File: src/rtl/input_feed_scheduler.sv
// Input SRAM feed scheduler: broadcasts start, arbitrates PU input
// requests round-robin over one single-port SRAM and tracks job completion.
module input_feed_scheduler #(
    parameter int NUM_PU  = 4,
    parameter int BIN_LEN = 8,
    parameter int PIXELS  = 64,
    parameter int ADDR_W  = 8
) (
    input  logic               clock,
    input  logic               reset,
    input  logic               job_start,
    output logic               busy,
    output logic               job_done,
    output logic               req_overrun,
    output logic [NUM_PU-1:0]  pu_start,
    input  logic [NUM_PU-1:0]  pu_input_req,
    output logic [BIN_LEN-1:0] pu_input_val,
    output logic [NUM_PU-1:0]  pu_input_ready,
    input  logic [NUM_PU-1:0]  pu_done,
    output logic               mem_rd_en,
    output logic [ADDR_W-1:0]  mem_rd_addr,
    input  logic [BIN_LEN-1:0] mem_rd_data
);

    localparam int IW = (NUM_PU > 1) ? $clog2(NUM_PU) : 1;
    localparam int PW = $clog2(PIXELS + 1);

    typedef enum logic [1:0] {
        S_IDLE,
        S_START,
        S_RUN,
        S_FIN
    } state_e;

    state_e            state_q, state_d;
    logic [PW-1:0]     ptr_q [NUM_PU];
    logic [PW-1:0]     ptr_d [NUM_PU];
    logic [NUM_PU-1:0] done_mask_q, done_mask_d;
    logic [IW-1:0]     rr_q, rr_d;
    logic [IW-1:0]     infl_id_q, infl_id_d;
    logic              infl_q, infl_d;
    logic              ovr_q, ovr_d;

    logic [NUM_PU-1:0] infl_onehot;
    logic [NUM_PU-1:0] exhausted;
    logic [NUM_PU-1:0] eligible;
    logic              gnt_vld;
    logic [IW-1:0]     gnt_idx;
    logic [IW:0]       idx;

    // The PU being answered this cycle still holds its request; mask it.
    always_comb begin
        infl_onehot = '0;
        if (infl_q) begin
            infl_onehot[infl_id_q] = 1'b1;
        end
        for (int i = 0; i < NUM_PU; i++) begin
            exhausted[i] = (ptr_q[i] == PW'(PIXELS));
        end
        eligible = '0;
        if (state_q == S_RUN) begin
            eligible = pu_input_req & ~infl_onehot & ~exhausted;
        end
    end

    always_comb begin
        gnt_vld = 1'b0;
        gnt_idx = '0;
        idx     = '0;
        for (int k = 0; k < NUM_PU; k++) begin
            idx = {1'b0, rr_q} + (IW+1)'(k);
            if (idx >= (IW+1)'(NUM_PU)) begin
                idx = idx - (IW+1)'(NUM_PU);
            end
            if (!gnt_vld && eligible[idx[IW-1:0]]) begin
                gnt_vld = 1'b1;
                gnt_idx = idx[IW-1:0];
            end
        end
    end

    always_comb begin
        state_d     = state_q;
        ptr_d       = ptr_q;
        done_mask_d = done_mask_q;
        rr_d        = rr_q;
        ovr_d       = ovr_q;
        infl_d      = gnt_vld;
        infl_id_d   = gnt_idx;
        unique case (state_q)
            S_IDLE: begin
                if (job_start) begin
                    state_d = S_START;
                end
            end
            S_START: begin
                for (int i = 0; i < NUM_PU; i++) begin
                    ptr_d[i] = '0;
                end
                done_mask_d = '0;
                ovr_d       = 1'b0;
                state_d     = S_RUN;
            end
            S_RUN: begin
                done_mask_d = done_mask_q | pu_done;
                if (|(pu_input_req & exhausted & ~infl_onehot)) begin
                    ovr_d = 1'b1;
                end
                if (gnt_vld) begin
                    ptr_d[gnt_idx] = ptr_q[gnt_idx] + PW'(1);
                    if (gnt_idx == IW'(NUM_PU - 1)) begin
                        rr_d = '0;
                    end else begin
                        rr_d = gnt_idx + IW'(1);
                    end
                end
                // Finish only once the last read has been answered.
                if (&done_mask_d && !infl_q && !gnt_vld) begin
                    state_d = S_FIN;
                end
            end
            S_FIN: begin
                state_d = S_IDLE;
            end
            default: begin
                state_d = S_IDLE;
            end
        endcase
    end

    always_ff @(posedge clock or negedge reset) begin
        if (!reset) begin
            state_q     <= S_IDLE;
            for (int i = 0; i < NUM_PU; i++) begin
                ptr_q[i] <= '0;
            end
            done_mask_q <= '0;
            rr_q        <= '0;
            infl_q      <= 1'b0;
            infl_id_q   <= '0;
            ovr_q       <= 1'b0;
        end else begin
            state_q     <= state_d;
            ptr_q       <= ptr_d;
            done_mask_q <= done_mask_d;
            rr_q        <= rr_d;
            infl_q      <= infl_d;
            infl_id_q   <= infl_id_d;
            ovr_q       <= ovr_d;
        end
    end

    always_comb begin
        busy           = (state_q != S_IDLE);
        job_done       = (state_q == S_FIN);
        pu_start       = {NUM_PU{state_q == S_START}};
        req_overrun    = ovr_q;
        pu_input_ready = infl_onehot;
        pu_input_val   = infl_q ? mem_rd_data : '0;
        mem_rd_en      = gnt_vld;
        mem_rd_addr    = '0;
        if (gnt_vld) begin
            mem_rd_addr = ADDR_W'(gnt_idx) * ADDR_W'(PIXELS)
                        + ADDR_W'(ptr_q[gnt_idx]);
        end
    end

endmodule
File: config.mk
export PLATFORM = sky130hd
export DESIGN_NAME = input_feed_scheduler
export DESIGN_NICKNAME = d
export VERILOG_FILES = /design/src/rtl/input_feed_scheduler.sv
export SDC_FILE = /design/constraint.sdc
export NUM_CORES = 1
export LEC_CHECK = 0
export ABC_CLOCK_PERIOD_IN_PS = 5000
export CORE_UTILIZATION = 50
export CTS_CLUSTER_DIAMETER = 80
export DETAILED_ROUTE_END_ITERATION = 7
export GPL_ROUTABILITY_DRIVEN = 0
export GPL_TIMING_DRIVEN = 0
export PLACE_DENSITY = 0.8
export SYNTH_ARGS = -nofsm -noshare
export SYNTH_HDL_FRONTEND = slang
export SYNTH_SLANG_ARGS = --single-unit
File: constraint.sdc
create_clock -name clock -period 5 [get_ports clock]
set_input_delay 1 -clock clock [delete_from_list [all_inputs] [get_ports clock]]
set_output_delay 1 -clock clock [all_outputs]
set_load 0.02 [all_outputs]
==> flow_summary.html, run 1 <==
<table>
<tr><th>Metric</th><th>Value</th></tr>
<tr><th colspan="2">Outcome</th></tr>
<tr><td>Run status</td><td>finished, final reports clean</td></tr>
<tr><th colspan="2">Final layout</th></tr>
<tr><td>Util after Layout</td><td>0.672</td></tr>
<tr><td>Layout-stage area growth over the synthesis result</td><td>27.8%</td></tr>
<tr><td>Diode count</td><td>0</td></tr>
<tr><td>Fraction of layout cells with a size suffix above 1</td><td>0.0887</td></tr>
<tr><td>Count of non-filler cells in the finished layout</td><td>394</td></tr>
<tr><td>Final Cell Area</td><td>3190 µm²</td></tr>
<tr><td>Final layout net count</td><td>356</td></tr>
<tr><th colspan="2">Synthesis</th></tr>
<tr><td>Number of warning messages in the yosys log</td><td>0</td></tr>
<tr><td>Number of flops mapped to enable cells by yosys</td><td>0</td></tr>
<tr><td>Fraction of registers with async set/reset</td><td>1.00</td></tr>
<tr><td>Top_reg_cell synth</td><td>dfrtp_1</td></tr>
<tr><td>Synth Net Count</td><td>302</td></tr>
<tr><td>Most repeated cell in the gate-level netlist after synthesis</td><td>dfrtp_1</td></tr>
<tr><td>Syn Inst Count</td><td>272</td></tr>
<tr><td>Mean post-synth cell area</td><td>9.19 µm²</td></tr>
<tr><td>Top cell type by total area after synthesis</td><td>dfrtp_1</td></tr>
<tr><td>Cell variety after synth</td><td>44</td></tr>
<tr><td>Summed instance area of the synthesized netlist</td><td>2500 µm²</td></tr>
<tr><td>Share of the yosys chip area belonging to registers</td><td>0.401</td></tr>
<tr><td>Leading post-synthesis cells by instance count</td><td>dfrtp_1, nand3_1, o21ai_0</td></tr>
<tr><td>Top-area cell type share of the netlist area</td><td>0.401</td></tr>
<tr><td>Area contributors post-synth</td><td>dfrtp_1, nand3_1, mux2i_1</td></tr>
<tr><td>Flop and latch count out of synthesis</td><td>40</td></tr>
<tr><th colspan="2">Timing</th></tr>
<tr><td>Maximum achievable frequency</td><td>0.208 GHz</td></tr>
<tr><td>Worst Clk Skew</td><td>0.00748 ns</td></tr>
<tr><td>Crit path time final</td><td>4.80 ns</td></tr>
<tr><td>Final slew viol count</td><td>0</td></tr>
<tr><td>Number of failing setup endpoints in the final timing report</td><td>0</td></tr>
<tr><td>Worst slew slack as a fraction of its limit</td><td>0.272</td></tr>
<tr><td>Final cycle utilization of the critical path</td><td>0.961</td></tr>
<tr><td>Transition time at the pin with the least slew margin</td><td>1.08 ns</td></tr>
<tr><td>Final Hold Violating Endpoints</td><td>0</td></tr>
<tr><th colspan="2">Placement</th></tr>
<tr><td>HPWL after DPL</td><td>4.50 mm</td></tr>
<tr><td>Count of placed standard cells including taps</td><td>385</td></tr>
<tr><td>Port buffer count</td><td>46</td></tr>
<tr><td>Post-DP Area</td><td>3040 µm²</td></tr>
<tr><th colspan="2">Floorplanning</th></tr>
<tr><td>Die boundary width</td><td>72.7 µm</td></tr>
<tr><td>Number of ports placed on the die boundary</td><td>47</td></tr>
<tr><td>Placement row count</td><td>25</td></tr>
<tr><td>Total Die Area</td><td>5280 µm²</td></tr>
<tr><td>Y dimension of the die</td><td>72.7 µm</td></tr>
<tr><td>CORE AREA</td><td>4750 µm²</td></tr>
<tr><td>Starting density of the core</td><td>0.526</td></tr>
<tr><th colspan="2">Global routing</th></tr>
<tr><td>Number of global-route vias before repair</td><td>2051</td></tr>
<tr><td>Wire length of the first global-routing pass</td><td>9.83 mm</td></tr>
<tr><td>Antenna violations before repair</td><td>0</td></tr>
<tr><td>Maximum number of pins on one net before global-route repair</td><td>41</td></tr>
<tr><td>Overall routing resource usage</td><td>0.247</td></tr>
<tr><td>Aggregate global routing overflow</td><td>0</td></tr>
<tr><th colspan="2">Power</th></tr>
<tr><td>Clock power share</td><td>0.153</td></tr>
<tr><td>Sequential share of power</td><td>0.264</td></tr>
<tr><td>Leakage</td><td>0.00146 µW</td></tr>
<tr><td>Comb power frac</td><td>0.583</td></tr>
<tr><td>Switching Fraction</td><td>0.450</td></tr>
<tr><td>Switching pwr</td><td>833 µW</td></tr>
<tr><td>Largest vdd supply drop</td><td>0.283 mV</td></tr>
<tr><td>Internal power of the cells</td><td>1020 µW</td></tr>
<tr><td>Power per cell area</td><td>580 nW/µm²</td></tr>
<tr><th colspan="2">Clock tree</th></tr>
<tr><td>Clock tree from TritonCTS</td><td>done</td></tr>
<tr><td>Buffer levels on the longest clock path</td><td>2</td></tr>
<tr><td>Clock slew seen by the registers of the worst setup and hold paths</td><td>0.08 ns</td></tr>
<tr><td>Hold-fix buffer count after cts</td><td>0</td></tr>
<tr><td>Clock root cell</td><td>clkbuf_8</td></tr>
<tr><td>Clock Sinks</td><td>40</td></tr>
<tr><td>H-tree depth</td><td>2</td></tr>
<tr><td>Latest clock arrival within the worst-skew pair</td><td>0.30 ns</td></tr>
<tr><td>Clock buffers created by TritonCTS</td><td>5</td></tr>
<tr><th colspan="2">Routing</th></tr>
<tr><td>Number of iterations in the first detailed-routing pass</td><td>4</td></tr>
<tr><td>Number of DRC markers after the initial detailed-route iteration</td><td>91</td></tr>
<tr><td>Routed Antenna Nets</td><td>0</td></tr>
<tr><td>Detail-routed net length per standard cell</td><td>15.6 µm</td></tr>
<tr><td>Post-detailed-route DRC marker count</td><td>0</td></tr>
<tr><td>Total Routed Length</td><td>6.13 mm</td></tr>
<tr><td>Routed via count</td><td>2195</td></tr>
<tr><td>Via-to-Cell Ratio</td><td>5.57</td></tr>
<tr><th colspan="2">Job</th></tr>
<tr><td>Number of violations of the max-capacitance limit</td><td>0</td></tr>
<tr><th colspan="2">Hold path</th></tr>
<tr><td>HP Start</td><td>done_mask_q[3]$_DFFE_PN0P_</td></tr>
<tr><td>Type of the most critical hold path</td><td>reg2reg</td></tr>
<tr><th colspan="2">Setup path</th></tr>
<tr><td>CP required</td><td>4.00 ns</td></tr>
<tr><td>WP data arrival</td><td>3.80 ns</td></tr>
<tr><td>Worst Setup End Kind</td><td>output port</td></tr>
<tr><td>Critical path origin</td><td>pu_input_req[0]</td></tr>
<tr><td>Critical path class</td><td>in2out</td></tr>
<tr><td>Critical R2R Launch</td><td>ptr_q[2]$_DFFE_PN0P_</td></tr>
<tr><td>Worst setup SP type</td><td>primary input</td></tr>
<tr><td>Maximum fanout encountered on the critical timing path</td><td>11</td></tr>
</table>
path summary, 6_finish.rpt:
path                                              end  slack, ns  cells after the start
max                                    mem_rd_addr[7]       0.20                     14
min reg2reg                done_mask_q[3]$_DFFE_PN0P_       0.52                      2
max in group asynchronous        ptr_q[4]$_DFFE_PN0P_       3.61                      1
max reg2reg                     ptr_q[27]$_DFFE_PN0P_       0.75                     14
min                        done_mask_q[3]$_DFFE_PN0P_       0.52                      2
min in group asynchronous     req_overrun$_DFFE_PN0P_       0.81                      1
layout make-up:
cell class                 instances  area [µm²]
fill                             394        1560
multi-input combinational        199        1360
sequential                        40        1000
timing repair buffer              48         468
buffer                            17         109
tap                               67        83.8
clock buffer                       6        82.6
inverter                          15        56.3
clock inverter                     2        38.8
state kept, by name, indices dropped and copies added, names as in the netlist:
register     flops
state_q          2
done_mask_q      4
req_overrun      1
rr_q             2
ptr_q           28
infl_id_q        2
infl_q           1
metrics by stage:
stage	power (µW)	setup TNS (ns)	hold slack, ns	worst slack, ns
after detailed placement	1540	-0.312	0.499	-0.141
after global routing	1980	-0.00111	0.551	-0.00111
after global placement	1520	-0.206	0.476	-0.123
after CTS	1830	0	0.518	0.0466
final	1850	0	0.518	0.196
after floorplan	1190	0	0.463	1.02
power groups by stage:
stage          clock, µW  sequential, µW  combinational, µW
6_report             283             489               1080
5_1_grt              299             499               1180
4_1_cts              285             487               1060
3_5_place_dp           0             492               1050
3_3_place_gp           0             487               1030
2_1_floorplan          0             474                715
layout by cell type, fill, tap and decap left out, drive strengths merged, types with 2 or more instances in the layout:
master         instances
xor2                   2
nor4                   2
ha                    11
nor4b                  2
o31a                   4
a21oi                  8
o31ai                  2
nor3                   3
or4b                   2
dlygate4sd2            2
a31oi                  4
o21ai                 26
nor2b                  3
clkdlybuf4s50         43
clkbuf                16
nand3b                 3
dfrtp                 40
nor2                  16
o22ai                  5
and3                   3
inv                   15
xnor2                  3
or3                    5
buf                   10
mux2                   4
and2                  12
mux2i                 15
nand2b                 3
nand4b                 4
nand3                 38
nand2                 12
worst max-delay path, cell delays in order:
cell	delay [ns]
clkdlybuf4s50_1	0.44
nor2b_1	0.22
nand3_1	0.14
o22ai_1	0.21
o21a_1	0.17
buf_6	0.16
buf_12	0.15
mux2_1	0.32
nor2_1	0.12
a31oi_2	0.07
ha_1	0.22
xor2_1	0.17
nor2_1	0.08
dlygate4sd2_1	0.33
per-layer routing:
layer  vias up  share of wire  GRT usage
li1       1074              -          -
met1      1033           0.44      0.310
met2        77           0.49      0.432
met3        11          0.055     0.0539
met4         0          0.017     0.0632
met5         -              0          0
logic make-up after synthesis:
group                      after synthesis  share of synthesized area
adders and majority gates               11                     0.0551
and+or+nand+nor                        110                      0.248
AOI/OAI and AO/OA                       54                      0.135
muxes                                   19                     0.0796
buffers and inverters                   33                     0.0646
xor gates and xnor gates                 5                     0.0175
DFF                                     40                      0.401
repair_timing:
item / in CTS / in global routing
resized for setup: 4 / 5
setup buffers: 0 / 2
setup endpoints to repair: 3 / 3
pin swaps: 0 / 1
No activity file was read; power rests on OpenSTA's default activity.
==> inputs of run 2 (changes only) <==
--- a/config.mk
+++ b/config.mk
@@ -6,6 +6,8 @@
 export NUM_CORES = 1
 export LEC_CHECK = 0
 export ABC_CLOCK_PERIOD_IN_PS = 5000
+export CAP_MARGIN = 20
+export CORE_MARGIN = 4
 export CORE_UTILIZATION = 50
 export CTS_CLUSTER_DIAMETER = 80
 export DETAILED_ROUTE_END_ITERATION = 7
==> flow_summary.html, run 2 (synthesis results as in run 1) <==
<table>
<tr><th>Metric</th><th>Value</th></tr>
<tr><th colspan="2">Outcome</th></tr>
<tr><td>Run status</td><td>finished, final reports clean</td></tr>
<tr><th colspan="2">Clock tree</th></tr>
<tr><td>Buffer levels on the longest clock path</td><td>2 (unchanged)</td></tr>
<tr><td>Latest clock arrival within the worst-skew pair</td><td>0.30 ns (about the same)</td></tr>
<tr><td>Clock Sinks</td><td>40 (unchanged)</td></tr>
<tr><td>H-tree depth</td><td>2 (unchanged)</td></tr>
<tr><td>Clock tree from TritonCTS</td><td>done</td></tr>
<tr><td>Post-CTS setup-driven buffer insertion count</td><td>0 (unchanged)</td></tr>
<tr><td>Clock buffers created by TritonCTS</td><td>5 (unchanged)</td></tr>
<tr><td>Clock slew seen by the registers of the worst setup and hold paths</td><td>0.08 ns (about the same)</td></tr>
<tr><td>Clock root cell</td><td>clkbuf_8</td></tr>
<tr><th colspan="2">Floorplanning</th></tr>
<tr><td>Number of ports placed on the die boundary</td><td>47 (unchanged)</td></tr>
<tr><td>Y dimension of the die</td><td>78.7 µm (+8.3%)</td></tr>
<tr><td>Placement row count</td><td>25 (unchanged)</td></tr>
<tr><td>Die boundary width</td><td>78.7 µm (+8.3%)</td></tr>
<tr><td>CORE AREA</td><td>4790 µm² (+0.66%)</td></tr>
<tr><td>Total Die Area</td><td>6190 µm² (+17%)</td></tr>
<tr><td>Starting density of the core</td><td>0.522 (-0.00343)</td></tr>
<tr><th colspan="2">Timing</th></tr>
<tr><td>RSZ-0062 raised after global routing</td><td>false</td></tr>
<tr><td>Worst slack on hold paths</td><td>0.506 ns (-0.0119 ns)</td></tr>
<tr><td>Worst Clk Skew</td><td>0.0111 ns (+0.00358 ns)</td></tr>
<tr><td>Final cycle utilization of the critical path</td><td>0.952 (-0.00919)</td></tr>
<tr><td>Number of failing setup endpoints in the final timing report</td><td>0 (unchanged)</td></tr>
<tr><td>Final slew viol count</td><td>0 (unchanged)</td></tr>
<tr><td>Final worst slack</td><td>0.242 ns (+0.0459 ns)</td></tr>
<tr><td>Transition time at the pin with the least slew margin</td><td>0.898 ns (-0.185 ns)</td></tr>
<tr><td>Final Hold Violating Endpoints</td><td>0 (unchanged)</td></tr>
<tr><td>Setup TNS after final layout</td><td>0 ns (unchanged)</td></tr>
<tr><td>Crit path time final</td><td>4.76 ns (-0.0459 ns)</td></tr>
<tr><td>Maximum achievable frequency</td><td>0.210 GHz (+0.97%)</td></tr>
<tr><td>Worst slew slack as a fraction of its limit</td><td>0.401 (+0.129)</td></tr>
<tr><th colspan="2">Final layout</th></tr>
<tr><td>Final-layout fill cell count</td><td>418 (+6.1%)</td></tr>
<tr><td>Regs by FF count</td><td>ptr_q (28), done_mask_q (4)</td></tr>
<tr><td>Fraction of layout cells with a size suffix above 1</td><td>0.0862 (-0.00253)</td></tr>
<tr><td>Leading cell type in the layout, fill and taps excluded</td><td>clkdlybuf4s50_1</td></tr>
<tr><td>Layout-stage area growth over the synthesis result</td><td>26.0%</td></tr>
<tr><td>Final layout net count</td><td>355 (-0.28%)</td></tr>
<tr><td>Final Cell Area</td><td>3150 µm² (-1.4%)</td></tr>
<tr><td>Diode count</td><td>0 (unchanged)</td></tr>
<tr><td>Largest register FFs</td><td>28 (unchanged)</td></tr>
<tr><td>Commonest cells after routing, fill and taps aside</td><td>clkdlybuf4s50_1, dfrtp_1, nand3_1</td></tr>
<tr><td>Register with the highest flop count</td><td>ptr_q</td></tr>
<tr><th colspan="2">Setup path</th></tr>
<tr><td>Maximum fanout encountered on the critical timing path</td><td>11 (unchanged)</td></tr>
<tr><td>R2r endpoint</td><td>ptr_q[20]$_DFFE_PN0P_</td></tr>
<tr><td>Worst setup SP type</td><td>primary input</td></tr>
<tr><td>WP data arrival</td><td>3.76 ns (-0.04 ns)</td></tr>
<tr><td>Register-to-register setup slack</td><td>0.80 ns (+0.05 ns)</td></tr>
<tr><td>Critical path class</td><td>in2out</td></tr>
<tr><td>Worst stage delay on the critical path</td><td>0.49 ns (+0.05 ns)</td></tr>
<tr><td>Critical R2R Launch</td><td>ptr_q[2]$_DFFE_PN0P_</td></tr>
<tr><td>Crit path max-delay cell type</td><td>clkdlybuf4s50_1</td></tr>
<tr><td>CP required</td><td>4.00 ns (about the same)</td></tr>
<tr><td>Worst Setup End Kind</td><td>output port</td></tr>
<tr><td>Most numerous cell on the critical path</td><td>nor2_1</td></tr>
<tr><td>Cells on worst reg2reg path</td><td>14 (unchanged)</td></tr>
<tr><td>Cells along the critical path</td><td>clkdlybuf4s50_1, nand3_1, nand2b_1, o2111ai_1, o21a_1, buf_6, buf_12, mux2_1, nor2_1, a31oi_1, ha_1, xor2_1, nor2_1, clkdlybuf4s15_1</td></tr>
<tr><td>Critical path origin</td><td>pu_input_req[2]</td></tr>
<tr><th colspan="2">Routing</th></tr>
<tr><td>Number of iterations in the first detailed-routing pass</td><td>4 (unchanged)</td></tr>
<tr><td>Via-to-Cell Ratio</td><td>5.85 (+5.0%)</td></tr>
<tr><td>Routed via count</td><td>2293 (+4.5%)</td></tr>
<tr><td>Total Routed Length</td><td>6.47 mm (+5.6%)</td></tr>
<tr><td>Detail-routed net length per standard cell</td><td>16.5 µm (+6.1%)</td></tr>
<tr><td>Number of DRC markers after the initial detailed-route iteration</td><td>131 (+44%)</td></tr>
<tr><td>Post-detailed-route DRC marker count</td><td>0 (unchanged)</td></tr>
<tr><td>Routed Antenna Nets</td><td>0 (unchanged)</td></tr>
<tr><th colspan="2">Global routing</th></tr>
<tr><td>Antenna violations before repair</td><td>0 (unchanged)</td></tr>
<tr><td>Number of global-route vias before repair</td><td>2252 (+9.8%)</td></tr>
<tr><td>Aggregate global routing overflow</td><td>0 (unchanged)</td></tr>
<tr><td>Wire length of the first global-routing pass</td><td>10.8 mm (+9.8%)</td></tr>
<tr><td>Overall routing resource usage</td><td>0.224 (-0.0227)</td></tr>
<tr><td>Maximum number of pins on one net before global-route repair</td><td>41 (unchanged)</td></tr>
<tr><th colspan="2">Placement</th></tr>
<tr><td>HPWL after DPL</td><td>4.82 mm (+7.2%)</td></tr>
<tr><td>Worst setup timing slack at the placement stage</td><td>-0.217 ns (-0.0762 ns)</td></tr>
<tr><td>Post-DP Area</td><td>3040 µm² (unchanged)</td></tr>
<tr><td>Port buffer count</td><td>46 (unchanged)</td></tr>
<tr><th colspan="2">Power</th></tr>
<tr><td>Largest vdd supply drop</td><td>0.302 mV (+6.6%)</td></tr>
<tr><td>Internal power of the cells</td><td>943 µW (-7.6%)</td></tr>
<tr><td>Leakage</td><td>0.00144 µW (-1.5%)</td></tr>
<tr><td>Switching pwr</td><td>827 µW (-0.80%)</td></tr>
<tr><td>Power per cell area</td><td>562 nW/µm² (-3.1%)</td></tr>
<tr><td>Switching Fraction</td><td>0.467 (+0.0176)</td></tr>
<tr><td>Total power consumption of the routed design</td><td>1770 µW (-4.5%)</td></tr>
<tr><td>Comb power frac</td><td>0.606 (+0.023)</td></tr>
<tr><td>Clock power share</td><td>0.118 (-0.035)</td></tr>
<tr><td>Sequential share of power</td><td>0.276 (+0.012)</td></tr>
<tr><th colspan="2">Hold path</th></tr>
<tr><td>Depth of the worst hold-timing path</td><td>2 (unchanged)</td></tr>
<tr><td>HP Start</td><td>done_mask_q[0]$_DFFE_PN0P_</td></tr>
<tr><td>Worst hold path endpoint</td><td>done_mask_q[0]$_DFFE_PN0P_</td></tr>
<tr><td>Type of the most critical hold path</td><td>reg2reg</td></tr>
<tr><th colspan="2">Job</th></tr>
<tr><td>Number of violations of the max-capacitance limit</td><td>0 (unchanged)</td></tr>
</table>
## run 2: how the worst max path moves through the flow
| stage | end | slack, ns |
|---|---|---|
| 3_5_place_dp | mem_rd_addr[5] | -0.22 |
| 5_1_grt | mem_rd_addr[7] | 0.005 |
| 4_1_cts | mem_rd_addr[6] | 0.01 |
| 2_1_floorplan | mem_rd_addr[7] | 1.02 |
| 6_report | mem_rd_addr[7] | 0.24 |
| 3_3_place_gp | mem_rd_addr[5] | -0.13 |
## run 2: per-stage QoR
stage / utilization / instances
finish: 0.658 / 392
global route: 0.658 / 392
CTS: 0.653 / 392
detailed placement: 0.635 / 385
global placement: 0.636 / 385
floorplan: - / 272
## run 2: power groups by stage
| stage | logic, µW | clock network (µW) | registers [µW] |
|---|---|---|---|
| floorplan | 715 | 0 | 474 |
| global placement | 1030 | 0 | 489 |
| detailed placement | 1060 | 0 | 493 |
| CTS | 1060 | 213 | 487 |
| global route | 1190 | 224 | 500 |
| finish | 1070 | 208 | 489 |
## run 2: metal layers
metal | wire [µm] | track usage | vias to the layer above
met5 | 0 | 0 | -
met4 | 173 | 0.108 | 0
met3 | 463 | 0.0499 | 15
met2 | 3220 | 0.387 | 91
met1 | 2620 | 0.263 | 1117
li1 | - | - | 1070
## run 2: worst max-delay path: cells and delay by family
kind / cells / cell delay, ns
multiplexers: 1 / 0.33
AO/OA/AOI/OAI: 3 / 0.43
buffers and inverters: 4 / 1.11
XOR/XNOR: 1 / 0.17
AND/OR/NAND/NOR: 4 / 0.49
adder cells (fa/ha/maj): 1 / 0.23
## run 2: what timing repair did
action	4_1_cts	5_1_grt
pin swaps	0	0
hold buffers	0	0
endpoints found under the setup margin	3	5
gates resized for setup	4	8
## run 2: area by class of cell
class,instances,area (µm²),area share
repair buffers,46,457,0.145
inverters,15,60.1,0.0191
plain buffers,18,109,0.0346
clock inverters,2,12.5,0.00397
clock buffers,5,68.8,0.0219
multi-input cells,199,1360,0.431
well taps,67,83.8,0.0266
flip-flops and latches,40,1000,0.318
==> inputs of run 3 (changes only) <==
--- a/config.mk
+++ b/config.mk
@@ -9,6 +9,7 @@
 export CAP_MARGIN = 20
 export CORE_MARGIN = 4
 export CORE_UTILIZATION = 50
+export CTS_BUF_LIST = sky130_fd_sc_hd__clkbuf_4
 export CTS_CLUSTER_DIAMETER = 80
 export DETAILED_ROUTE_END_ITERATION = 7
 export GPL_ROUTABILITY_DRIVEN = 0
==> flow_summary.html, run 3 (synthesis results as in run 1) <==
<table>
<tr><th>Metric</th><th>Value</th></tr>
<tr><th colspan="2">Outcome</th></tr>
<tr><td>Run status</td><td>finished, final reports clean</td></tr>
<tr><th colspan="2">Global routing</th></tr>
<tr><td>Antenna violations before repair</td><td>0 (unchanged)</td></tr>
<tr><td>Aggregate global routing overflow</td><td>0 (unchanged)</td></tr>
<tr><td>Overall routing resource usage</td><td>0.224 (-0.000243)</td></tr>
<tr><td>Maximum number of pins on one net before global-route repair</td><td>41 (unchanged)</td></tr>
<tr><td>Number of global-route vias before repair</td><td>2285 (+1.5%)</td></tr>
<tr><td>Wire length of the first global-routing pass</td><td>10.8 mm (+0.13%)</td></tr>
<tr><th colspan="2">Power</th></tr>
<tr><td>Largest vdd supply drop</td><td>0.312 mV (+3.2%)</td></tr>
<tr><td>Leakage</td><td>0.00143 µW (-0.34%)</td></tr>
<tr><td>Total power consumption of the routed design</td><td>1720 µW (-2.6%)</td></tr>
<tr><td>Power per cell area</td><td>553 nW/µm² (-1.6%)</td></tr>
<tr><th colspan="2">Routing</th></tr>
<tr><td>Routed via count</td><td>2282 (-0.48%)</td></tr>
<tr><td>Routed Antenna Nets</td><td>0 (unchanged)</td></tr>
<tr><td>Number of DRC markers after the initial detailed-route iteration</td><td>112 (-15%)</td></tr>
<tr><td>Number of iterations in the first detailed-routing pass</td><td>4 (unchanged)</td></tr>
<tr><td>Total Routed Length</td><td>6.38 mm (-1.3%)</td></tr>
<tr><td>Detail-routed net length per standard cell</td><td>16.3 µm (-1.3%)</td></tr>
<tr><td>Post-detailed-route DRC marker count</td><td>0 (unchanged)</td></tr>
<tr><td>Via-to-Cell Ratio</td><td>5.82 (-0.48%)</td></tr>
<tr><th colspan="2">Setup path</th></tr>
<tr><td>Total buffers and inverters traversed by the critical path</td><td>3 (-1)</td></tr>
<tr><td>Worst Setup End Kind</td><td>output port</td></tr>
<tr><td>CP required</td><td>4.00 ns (about the same)</td></tr>
<tr><td>Worst setup SP type</td><td>primary input</td></tr>
<tr><td>Maximum fanout encountered on the critical timing path</td><td>7 (-4)</td></tr>
<tr><td>Critical path class</td><td>in2out</td></tr>
<tr><td>Crit path max-delay cell type</td><td>clkdlybuf4s50_1</td></tr>
<tr><td>Cells along the critical path</td><td>clkdlybuf4s50_1, nand3_1, o22ai_2, o2111ai_1, o21a_1, buf_6, mux2i_1, mux2i_1, and2_1, clkdlybuf4s50_1</td></tr>
<tr><td>Worst stage delay on the critical path</td><td>0.60 ns (+0.11 ns)</td></tr>
<tr><td>Top Family by Delay on Critical Path</td><td>buffers and inverters</td></tr>
<tr><td>WP data arrival</td><td>3.72 ns (-0.04 ns)</td></tr>
<tr><th colspan="2">Timing</th></tr>
<tr><td>Final worst slack</td><td>0.277 ns (+0.0350 ns)</td></tr>
<tr><td>Crit path time final</td><td>4.72 ns (-0.0350 ns)</td></tr>
<tr><td>RSZ-0062 raised after global routing</td><td>false</td></tr>
<tr><td>Worst slew slack as a fraction of its limit</td><td>0.402 (+0.00130)</td></tr>
<tr><td>Final Hold Violating Endpoints</td><td>0 (unchanged)</td></tr>
<tr><td>Final slew viol count</td><td>0 (unchanged)</td></tr>
<tr><td>Final cycle utilization of the critical path</td><td>0.945 (-0.00700)</td></tr>
<tr><td>Maximum achievable frequency</td><td>0.212 GHz (+0.74%)</td></tr>
<tr><td>Number of failing setup endpoints in the final timing report</td><td>0 (unchanged)</td></tr>
<tr><td>Worst Clk Skew</td><td>0.0164 ns (+0.00533 ns)</td></tr>
<tr><td>Transition time at the pin with the least slew margin</td><td>0.896 ns (-0.00195 ns)</td></tr>
<tr><th colspan="2">Floorplanning</th></tr>
<tr><td>CORE AREA</td><td>4790 µm² (unchanged)</td></tr>
<tr><td>Starting density of the core</td><td>0.522 (unchanged)</td></tr>
<tr><td>Placement row count</td><td>25 (unchanged)</td></tr>
<tr><td>Die boundary width</td><td>78.7 µm (unchanged)</td></tr>
<tr><td>Number of ports placed on the die boundary</td><td>47 (unchanged)</td></tr>
<tr><td>Total Die Area</td><td>6190 µm² (unchanged)</td></tr>
<tr><td>Y dimension of the die</td><td>78.7 µm (unchanged)</td></tr>
<tr><th colspan="2">Placement</th></tr>
<tr><td>Worst setup timing slack at the placement stage</td><td>-0.217 ns (unchanged)</td></tr>
<tr><td>HPWL after DPL</td><td>4.82 mm (unchanged)</td></tr>
<tr><td>Port buffer count</td><td>46 (unchanged)</td></tr>
<tr><th colspan="2">Clock tree</th></tr>
<tr><td>Clock buffers created by TritonCTS</td><td>5 (unchanged)</td></tr>
<tr><td>H-tree depth</td><td>2 (unchanged)</td></tr>
<tr><td>Hold-fix buffer count after cts</td><td>0 (unchanged)</td></tr>
<tr><td>Post-CTS setup-driven buffer insertion count</td><td>0 (unchanged)</td></tr>
<tr><td>Latest clock arrival within the worst-skew pair</td><td>0.37 ns (+0.07 ns)</td></tr>
<tr><td>Clock root cell</td><td>clkbuf_4</td></tr>
<tr><td>Buffer levels on the longest clock path</td><td>2 (unchanged)</td></tr>
<tr><td>Clock Sinks</td><td>40 (unchanged)</td></tr>
<tr><td>Clock tree from TritonCTS</td><td>done</td></tr>
<tr><td>Clock slew seen by the registers of the worst setup and hold paths</td><td>0.13 ns (+0.05 ns)</td></tr>
<tr><th colspan="2">Final layout</th></tr>
<tr><td>Diode count</td><td>0 (unchanged)</td></tr>
<tr><td>Final layout net count</td><td>355 (unchanged)</td></tr>
<tr><td>Util after Layout</td><td>0.651 (-0.00654)</td></tr>
<tr><td>Commonest cells after routing, fill and taps aside</td><td>clkdlybuf4s50_1, dfrtp_1, nand3_1</td></tr>
<tr><td>Largest register FFs</td><td>28 (unchanged)</td></tr>
<tr><td>Fraction of layout cells with a size suffix above 1</td><td>0.0862 (unchanged)</td></tr>
<tr><td>Regs by FF count</td><td>ptr_q (28), done_mask_q (4)</td></tr>
<tr><td>Register with the highest flop count</td><td>ptr_q</td></tr>
<tr><td>Layout-stage area growth over the synthesis result</td><td>24.7%</td></tr>
<tr><td>Leading cell type in the layout, fill and taps excluded</td><td>clkdlybuf4s50_1</td></tr>
<tr><th colspan="2">Hold path</th></tr>
<tr><td>Type of the most critical hold path</td><td>reg2reg</td></tr>
<tr><th colspan="2">Job</th></tr>
<tr><td>Number of violations of the max-capacitance limit</td><td>0 (unchanged)</td></tr>
</table>
-- run 3: cell count changes in the layout (fill, tap and decap cells not counted) --
cell / delta
clkbuf_8: -5
clkinvlp_4: -1
clkbuf_4: +5
nor4_2: -1
clkdlybuf4s15_1: -1
nor4_4: +1
inv_1: +1
clkbuf_2: +1
-- run 3: worst reg2reg max path: cells and delay by family (launching register included) --
kind | cells | cell delay (ns)
muxes | 2 | 0.57
AOI/OAI and AO/OA | 5 | 0.99
adders and majority gates | 1 | 0.32
buffers and inverters | 2 | 0.20
xor gates and xnor gates | 1 | 0.24
DFF | 1 | 0.42
and+or+nand+nor | 3 | 1.35
-- run 3: worst paths after layout --
path	start	end	slack, ns	depth (start not counted)
setup reg to reg	ptr_q[16]$_DFFE_PN0P_	ptr_q[20]$_DFFE_PN0P_	0.78	14
hold reg to reg	done_mask_q[0]$_DFFE_PN0P_	done_mask_q[0]$_DFFE_PN0P_	0.52	2
hold / removal	done_mask_q[0]$_DFFE_PN0P_	done_mask_q[0]$_DFFE_PN0P_	0.52	2
min in group asynchronous	reset	req_overrun$_DFFE_PN0P_	0.73	1
setup / recovery	pu_input_req[1]	mem_rd_addr[0]	0.28	10
max in group asynchronous	reset	ptr_q[1]$_DFFE_PN0P_	3.69	1
-- run 3: through the flow --
stage               TNS [ns]  cells  hold slack (ns)  cell area (µm²)
floorplan                  0    272            0.463             2500
global placement      -0.131    385            0.481             3040
detailed placement    -0.413    385            0.491             3040
CTS                        0    392            0.520             3090
global route               0    392            0.547             3120
finish                     0    392            0.518             3120
-- run 3: where the power goes --
part / total [µW] / internal, µW / leakage (µW) / switching (µW)
Sequential: 490 / 413 / 0.000538 / 76.8
Clock: 163 / 51.3 / 0.0000271 / 112
Combinational: 1070 / 434 / 0.000866 / 636
Total: 1720 / 899 / 0.00143 / 825
-- run 3: final cells by class --
| class | instances | area [µm²] |
|---|---|---|
| inverter | 15 | 56.3 |
| clock inverter | 2 | 12.5 |
| sequential | 40 | 1000 |
| fill | 428 | 1670 |
| buffer | 18 | 109 |
| timing repair buffer | 46 | 452 |
| clock buffer | 5 | 37.5 |
| multi-input combinational | 199 | 1370 |
| tap | 67 | 83.8 |
-- run 3: timing repair --
action,CTS,global route
endpoints found under the setup margin,3,6
resized for setup,4,9
pin swaps,0,1
-- run 3: per-layer routing --
| layer | GRT usage | up-vias | wire (µm) | part of all wire |
|---|---|---|---|---|
| li1 | - | 1073 | - | - |
| met1 | 0.264 | 1113 | 2650 | 0.42 |
| met2 | 0.382 | 84 | 3180 | 0.50 |
| met3 | 0.0431 | 12 | 424 | 0.066 |
| met4 | 0.126 | 0 | 127 | 0.020 |
| met5 | 0 | - | 0 | 0 |
